### src/rtl/parity_gen_stream_pkg.sv
// Shared constants for the parity stream block: parity mode encodings and default sizes.
package parity_gen_stream_pkg;

   localparam logic PAR_EVEN = 1'b0;
   localparam logic PAR_ODD  = 1'b1;

   localparam int DEF_WIDTH = 8;
   localparam int DEF_CNT_W = 8;

endpackage

### src/rtl/parity_gen_stream_if.sv
// Word stream in, parity-annotated word stream out; slave is the block's view, master the source/sink's view.
interface parity_gen_stream_if
   import parity_gen_stream_pkg::*;
#(
   parameter int WIDTH = DEF_WIDTH,
   parameter int CNT_W = DEF_CNT_W
);
   logic             mode_odd;
   logic             in_valid;
   logic             in_ready;
   logic [WIDTH-1:0] in_data;
   logic             in_last;
   logic             out_valid;
   logic             out_ready;
   logic [WIDTH-1:0] out_data;
   logic             out_last;
   logic             out_word_par;
   logic             out_frame_par;
   logic [CNT_W-1:0] out_frame_len;
   logic             out_len_sat;

   modport slave (
      input  mode_odd, in_valid, in_data, in_last, out_ready,
      output in_ready, out_valid, out_data, out_last, out_word_par,
             out_frame_par, out_frame_len, out_len_sat
   );

   modport master (
      output mode_odd, in_valid, in_data, in_last, out_ready,
      input  in_ready, out_valid, out_data, out_last, out_word_par,
             out_frame_par, out_frame_len, out_len_sat
   );
endinterface

### src/rtl/parity_gen_stream_tree.sv
// Combinational XOR reduction of one data word.
module parity_tree
   import parity_gen_stream_pkg::*;
#(
   parameter int WIDTH = DEF_WIDTH
) (
   input  logic [WIDTH-1:0] data_i,
   output logic             p_o
);
   assign p_o = ^data_i;
endmodule

### src/rtl/parity_gen_stream.sv
// Registered pass-through of a framed word stream adding word parity, and on the last beat frame parity and length.
// One cycle latency; full throughput, in_ready = !out_valid || out_ready.
module parity_gen_stream
   import parity_gen_stream_pkg::*;
#(
   parameter int WIDTH = DEF_WIDTH,
   parameter int CNT_W = DEF_CNT_W
) (
   input  logic              clk,
   input  logic              rst,
   parity_gen_stream_if.slave bus
);
   localparam logic [CNT_W-1:0] CNT_MAX = '1;

   logic             out_vld_q, out_vld_d;
   logic [WIDTH-1:0] out_dat_q, out_dat_d;
   logic             out_last_q, out_last_d;
   logic             wpar_q, wpar_d;
   logic             fpar_q, fpar_d;
   logic [CNT_W-1:0] len_q, len_d;
   logic             lsat_q, lsat_d;
   logic             acc_q, acc_d;
   logic [CNT_W-1:0] cnt_q, cnt_d;
   logic             sat_q, sat_d;
   logic             in_frame_q, in_frame_d;
   logic             mode_q, mode_d;

   logic p;
   logic in_rdy;
   logic accept;
   logic m;
   logic cnt_full;

   parity_tree #(.WIDTH(WIDTH)) u_tree (
      .data_i (bus.in_data),
      .p_o    (p)
   );

   assign in_rdy   = !out_vld_q || bus.out_ready;
   assign accept   = bus.in_valid && in_rdy;
   // First beat of a frame takes the live mode; later beats use the latched one
   assign m        = in_frame_q ? mode_q : bus.mode_odd;
   assign cnt_full = (cnt_q == CNT_MAX);

   always_comb begin
      out_vld_d  = out_vld_q;
      out_dat_d  = out_dat_q;
      out_last_d = out_last_q;
      wpar_d     = wpar_q;
      fpar_d     = fpar_q;
      len_d      = len_q;
      lsat_d     = lsat_q;
      acc_d      = acc_q;
      cnt_d      = cnt_q;
      sat_d      = sat_q;
      in_frame_d = in_frame_q;
      mode_d     = mode_q;
      if (accept) begin
         out_vld_d  = 1'b1;
         out_dat_d  = bus.in_data;
         out_last_d = bus.in_last;
         wpar_d     = p ^ m;
         if (bus.in_last) begin
            fpar_d     = acc_q ^ p ^ m;
            len_d      = cnt_full ? CNT_MAX : cnt_q + 1'b1;
            lsat_d     = sat_q | cnt_full;
            acc_d      = 1'b0;
            cnt_d      = '0;
            sat_d      = 1'b0;
            in_frame_d = 1'b0;
         end else begin
            fpar_d     = 1'b0;
            len_d      = '0;
            lsat_d     = 1'b0;
            acc_d      = acc_q ^ p;
            if (cnt_full) sat_d = 1'b1;
            else          cnt_d = cnt_q + 1'b1;
            in_frame_d = 1'b1;
            mode_d     = m;
         end
      end else if (bus.out_ready) begin
         out_vld_d = 1'b0;
      end
   end

   always_ff @(posedge clk) begin
      if (rst) begin
         out_vld_q  <= 1'b0;
         out_dat_q  <= '0;
         out_last_q <= 1'b0;
         wpar_q     <= 1'b0;
         fpar_q     <= 1'b0;
         len_q      <= '0;
         lsat_q     <= 1'b0;
         acc_q      <= 1'b0;
         cnt_q      <= '0;
         sat_q      <= 1'b0;
         in_frame_q <= 1'b0;
         mode_q     <= PAR_EVEN;
      end else begin
         out_vld_q  <= out_vld_d;
         out_dat_q  <= out_dat_d;
         out_last_q <= out_last_d;
         wpar_q     <= wpar_d;
         fpar_q     <= fpar_d;
         len_q      <= len_d;
         lsat_q     <= lsat_d;
         acc_q      <= acc_d;
         cnt_q      <= cnt_d;
         sat_q      <= sat_d;
         in_frame_q <= in_frame_d;
         mode_q     <= mode_d;
      end
   end

   assign bus.in_ready      = in_rdy;
   assign bus.out_valid     = out_vld_q;
   assign bus.out_data      = out_dat_q;
   assign bus.out_last      = out_last_q;
   assign bus.out_word_par  = wpar_q;
   assign bus.out_frame_par = fpar_q;
   assign bus.out_frame_len = len_q;
   assign bus.out_len_sat   = lsat_q;
endmodule

### src/flat_wrapper.sv
// flat-port wrapper written by rule: the top's interface ports become plain ports
module parity_gen_stream_flat import parity_gen_stream_pkg::*;
#(
   parameter int WIDTH = DEF_WIDTH,
   parameter int CNT_W = DEF_CNT_W
)
  (clk, rst, bus_mode_odd, bus_in_valid, bus_in_data, bus_in_last, bus_out_ready, bus_in_ready, bus_out_valid, bus_out_data, bus_out_last, bus_out_word_par, bus_out_frame_par, bus_out_frame_len, bus_out_len_sat);
  parity_gen_stream_if #(.WIDTH(WIDTH), .CNT_W(CNT_W)) bus_i ();
  input  logic clk;
  input  logic rst;
  input wire logic [$bits(bus_i.mode_odd)-1:0] bus_mode_odd;
  input wire logic [$bits(bus_i.in_valid)-1:0] bus_in_valid;
  input wire logic [$bits(bus_i.in_data)-1:0] bus_in_data;
  input wire logic [$bits(bus_i.in_last)-1:0] bus_in_last;
  input wire logic [$bits(bus_i.out_ready)-1:0] bus_out_ready;
  output wire logic [$bits(bus_i.in_ready)-1:0] bus_in_ready;
  output wire logic [$bits(bus_i.out_valid)-1:0] bus_out_valid;
  output wire logic [$bits(bus_i.out_data)-1:0] bus_out_data;
  output wire logic [$bits(bus_i.out_last)-1:0] bus_out_last;
  output wire logic [$bits(bus_i.out_word_par)-1:0] bus_out_word_par;
  output wire logic [$bits(bus_i.out_frame_par)-1:0] bus_out_frame_par;
  output wire logic [$bits(bus_i.out_frame_len)-1:0] bus_out_frame_len;
  output wire logic [$bits(bus_i.out_len_sat)-1:0] bus_out_len_sat;
  assign bus_i.mode_odd = bus_mode_odd;
  assign bus_i.in_valid = bus_in_valid;
  assign bus_i.in_data = bus_in_data;
  assign bus_i.in_last = bus_in_last;
  assign bus_i.out_ready = bus_out_ready;
  assign bus_in_ready = bus_i.in_ready;
  assign bus_out_valid = bus_i.out_valid;
  assign bus_out_data = bus_i.out_data;
  assign bus_out_last = bus_i.out_last;
  assign bus_out_word_par = bus_i.out_word_par;
  assign bus_out_frame_par = bus_i.out_frame_par;
  assign bus_out_frame_len = bus_i.out_frame_len;
  assign bus_out_len_sat = bus_i.out_len_sat;
  parity_gen_stream #(.WIDTH(WIDTH), .CNT_W(CNT_W)) u_core (.clk(clk), .rst(rst), .bus(bus_i));
endmodule
### config.mk
export PLATFORM = sky130hd
export DESIGN_NAME = parity_gen_stream_flat
export DESIGN_NICKNAME = d
export VERILOG_FILES = /design/src/rtl/parity_gen_stream_pkg.sv /design/src/rtl/parity_gen_stream_if.sv /design/src/rtl/parity_gen_stream_tree.sv /design/src/rtl/parity_gen_stream.sv /design/src/flat_wrapper.sv
export SDC_FILE = /design/constraint.sdc
export NUM_CORES = 1
export LEC_CHECK = 0
export CORE_MARGIN = 2
export CORE_UTILIZATION = 40
export CTS_CLUSTER_SIZE = 28
export DETAILED_ROUTE_END_ITERATION = 8
export GPL_ROUTABILITY_DRIVEN = 0
export GPL_TIMING_DRIVEN = 0
export PLACE_DENSITY_LB_ADDON = 0.3
export SLEW_MARGIN = 10
export SYNTH_ARGS = -nofsm -noshare
export SYNTH_HDL_FRONTEND = slang
export SYNTH_HIERARCHICAL = 1
export SYNTH_SLANG_ARGS = --single-unit
### constraint.sdc
create_clock -name clk -period 3.65 [get_ports clk]
set_clock_uncertainty 0.05 [all_clocks]
set_input_delay 0.365 -clock clk [delete_from_list [all_inputs] [get_ports clk]]
set_output_delay 0.365 -clock clk [all_outputs]
set_load 0.02 [all_outputs]
==> metrics.md, run 1 <==
| Metric | Value |
|---|---|
| Setup crit end kind | output port |
| Synth top cells by count | dfxtp_1 (33), nand2_1 (31), a21oi_1 (26), nor2_1 (11), xnor2_1 (11) |
| Status | completed |
| Die height | 65.2 um |
| H-tree depth | 2 |
| Nets | 235 |
| Area post-placement | 1910 um2 |
| Clock root cell | clkbuf_8 |
| Width of the die | 65.2 um |
| Placed Cells | 261 |
| Clk pin slew, worst setup/hold paths | 0.06 ns |
| Routed Antenna Nets | 0 |
| DRT iter0 DRCs | 38 |
| Crit path DAT | 1.72 ns |
| Pleak | 0.682 nW |
| Row count | 22 |
| Max Cap Viol | 0 |
| Synthesized area | 1500 um2 |
| Hold Vio Cnt, Final | 0 |
| Tcrit/Tclk final | 58.6% |
| CTS resizes | 0 |
| N_diodes | 0 |
| Drt wl/cell | 12.8 um |
| Initial Utilization | 41.2% |
| CP max stage cell | clkdlybuf4s50_1 |
| Largest net degree at the start of global routing | 11 |
| Largest cells by area after synthesis | dfxtp_1 (44%), a21oi_1 (8.7%), nand2_1 (7.8%) |
| Share of the synthesized area in the top cell type | 44.1% |
| Critical-path maximum fanout | 5 |
| Core area | 3630 um2 |
| Worst-Skew Late Latency | 0.28 ns |
| Startpoint Class | input pin |
| Post-synth EDFFs | 0 |
| Setup CP Type | input pin to output port |
| First-pass GRT wire length | 5.77 mm |
| # DRC | 0 |
| Setup TNS | 0 ns |
| Async SR Flop Fraction | 0% |
| CP bufs+invs | 3 |
| Ys Warns | 6 |
| Cell area after layout | 2010 um2 |
| Layout cells sized above 1 | 8.14% |
| CTS sink count | 33 |
| Critical path required time | 3.23 ns |
| CP cell instances | clkdlybuf4s50_1, nor2b_4, inv_1, clkdlybuf4s50_1 |
| GRT overflow | 0 |
| Crit-path max cell delay | 0.64 ns |
| Min Clock Period, post-route | 2.14 ns |
| Flops & latches, synth | 33 |
| PortBufs | 35 |
| Post-DP HPWL | 2.48 mm |
| Sequential element share of the synthesized area | 44.1% |
| Slew Viols, Final | 0 |
| Hold_buf cts | 0 |
| HP Class | flip-flop to flip-flop |
| Post-CTS setup buffer count | 0 |
| Fmax | 0.467 GHz |
| Synth Net Count | 193 |
| Clock Tree Buf Depth | 2 |
| PD cells | 408 nW/um2 |
| Total GRT Usage | 17.8% |
| TritonCTS clock tree | built |
| Vias in the first global route | 1267 |
| Initial antenna violation count | 0 |
| Max transition margin | 66.1% |
| Final Setup Violations | 0 |
| Netlist cell types | 35 |
| # IOs | 36 |
| Synth Instances | 178 |
| Maximum vdd drop | 0.000211 V |
| Via count | 1391 |
| Total CTS buffers | 5 |
| Post-Route WL | 3.43 mm |
| DR vias/cell | 5.17 |
| Drt pass-1 iters | 5 |
| Slew @ Worst Pin | 0.508 ns |
| Top FF cell, synth | dfxtp_1 |
| Die area | 4250 um2 |
| Most numerous cell in the Yosys netlist | dfxtp_1 |
| Delay-heaviest family, CP | buffers and inverters |
| Syn avg cell area | 8.41 um2 |
| RSZ-0062 raised after global routing | false |
| Synthesis-to-finish area growth | 34.2% |
| Post-synth top area cell | dfxtp_1 |
| Most frequent CP cell | clkdlybuf4s50_1 |
| Final non-filler cell total | 269 |
## area by class of cell
class	count	area [um2]
fillers	356	1630
repair buffers	35	350
multi-input cells	130	773
clock buffers	7	96.3
well taps	48	60.1
inverters	3	11.3
plain buffers	12	51.3
flip-flops and latches	33	661
clock inverters	1	5.00
## path summary, 6_finish.rpt
| kind | to | depth (start not counted) | slack [ns] | start |
|---|---|---|---|---|
| max | bus_in_ready | 4 | 1.51 | bus_out_ready |
| min | u_core/bus.out_frame_len[2]$_SDFFE_PP0P_ | 2 | 0.40 | u_core/bus.out_frame_len[2]$_SDFFE_PP0P_ |
| max reg2reg | u_core/bus.out_frame_len[5]$_SDFFE_PP0P_ | 6 | 2.00 | u_core/cnt_q[0]$_SDFFE_PP0P_ |
| min reg2reg | u_core/bus.out_frame_len[2]$_SDFFE_PP0P_ | 2 | 0.40 | u_core/bus.out_frame_len[2]$_SDFFE_PP0P_ |
## per-stage QoR
step / utilization (%) / hold slack (ns) / setup WS, ns / total power, mW
6_report: 55.3 / 0.399 / 1.51 / 0.819
5_1_grt: 55.3 / 0.417 / 1.48 / 0.858
4_1_cts: 55.3 / 0.404 / 1.51 / 0.828
3_5_place_dp: 52.5 / 0.395 / 1.51 / 0.527
3_3_place_gp: 52.5 / 0.390 / 1.51 / 0.526
2_1_floorplan: - / 0.410 / 2.06 / 0.470
## logic make-up (layout without fill, tap and decap cells)
logic type               Yosys count  in the layout  synth area share, %
AND/OR/NAND/NOR                   66             66                 22.1
AO/OA/AOI/OAI                     48             48                 19.8
flip-flops                        33             33                 44.1
buffers and inverters             15             58                 4.18
XOR/XNOR                          13             13                 7.61
multiplexers                       2              2                 1.34
adder cells (fa/ha/maj)            1              1                0.836
## state kept, by name, indices dropped and copies added, names as in the netlist
name	cells
u_core/bus.out_len_sat	1
u_core/sat_q	1
u_core/bus.out_word_par	1
u_core/bus.out_valid	1
u_core/cnt_q	8
u_core/mode_q	1
u_core/in_frame_q	1
u_core/bus.out_data	8
u_core/bus.out_frame_par	1
u_core/acc_q	1
u_core/bus.out_last	1
u_core/bus.out_frame_len	8
## metal layers
metal | track usage (%) | vias to the layer above | part of all wire [%]
li1 | - | 711 | -
met1 | 22.7 | 634 | 46
met3 | 7.02 | 4 | 7.5
met4 | 4.69 | 0 | 0.85
met5 | 0 | - | 0
met2 | 28.1 | 42 | 45
## tightest hold or removal path, stage by stage, from the launching register on
cell and delay, ns:
dfxtp_1 0.31, nand2_1 0.05, a21oi_1 0.05
## cell usage in the layout (no fill, tap or decap), drive strengths merged
master          n
o211ai          5
clkbuf         14
buf             5
o21a            1
clkinv          1
xor2            2
o311ai          1
o31ai           3
nor2b           2
inv             3
a32oi           2
o21ai           4
or4b            1
and3            1
or2             1
nand3           5
nor2           11
nand3b          4
mux2i           2
a21oi          26
xnor2          11
o21bai          1
nor4b           2
nand2          31
a211o           1
nand4           1
clkdlybuf4s50  35
nor4            2
dfxtp          33
nor3b           1
nor3            4
ha              1
a211oi          3
a31oi           1
## report_power, final
group / switching (mW) / leakage [nW] / total, mW / internal [mW]
clock: 0.131 / 0.0542 / 0.301 / 0.170
combinational: 0.0739 / 0.359 / 0.136 / 0.0624
sequential: 0.00767 / 0.269 / 0.382 / 0.374
(Power assumes the default switching activity.)
==> run 2, diff against run 1 <==
==> constraint.sdc (replaced) <==
create_clock -name clk -period 1.97 [get_ports clk]
set_clock_uncertainty 0.05 [all_clocks]
set_input_delay 0.197 -clock clk [delete_from_list [all_inputs] [get_ports clk]]
set_output_delay 0.197 -clock clk [all_outputs]
set_load 0.02 [all_outputs]
==> results of run 2 <==
Same layout as run 1 (identical final DEF). Status: completed.
Main changes from that run: setup slack after placement 1.51 ns -> 0.000537 ns; setup slack after layout 1.51 ns -> 0.166 ns; register-to-register setup slack 2.00 ns -> 0.32 ns; total power 0.819 mW -> 1.52 mW; worst IR drop on VDD 0.000211 V -> 0.000391 V
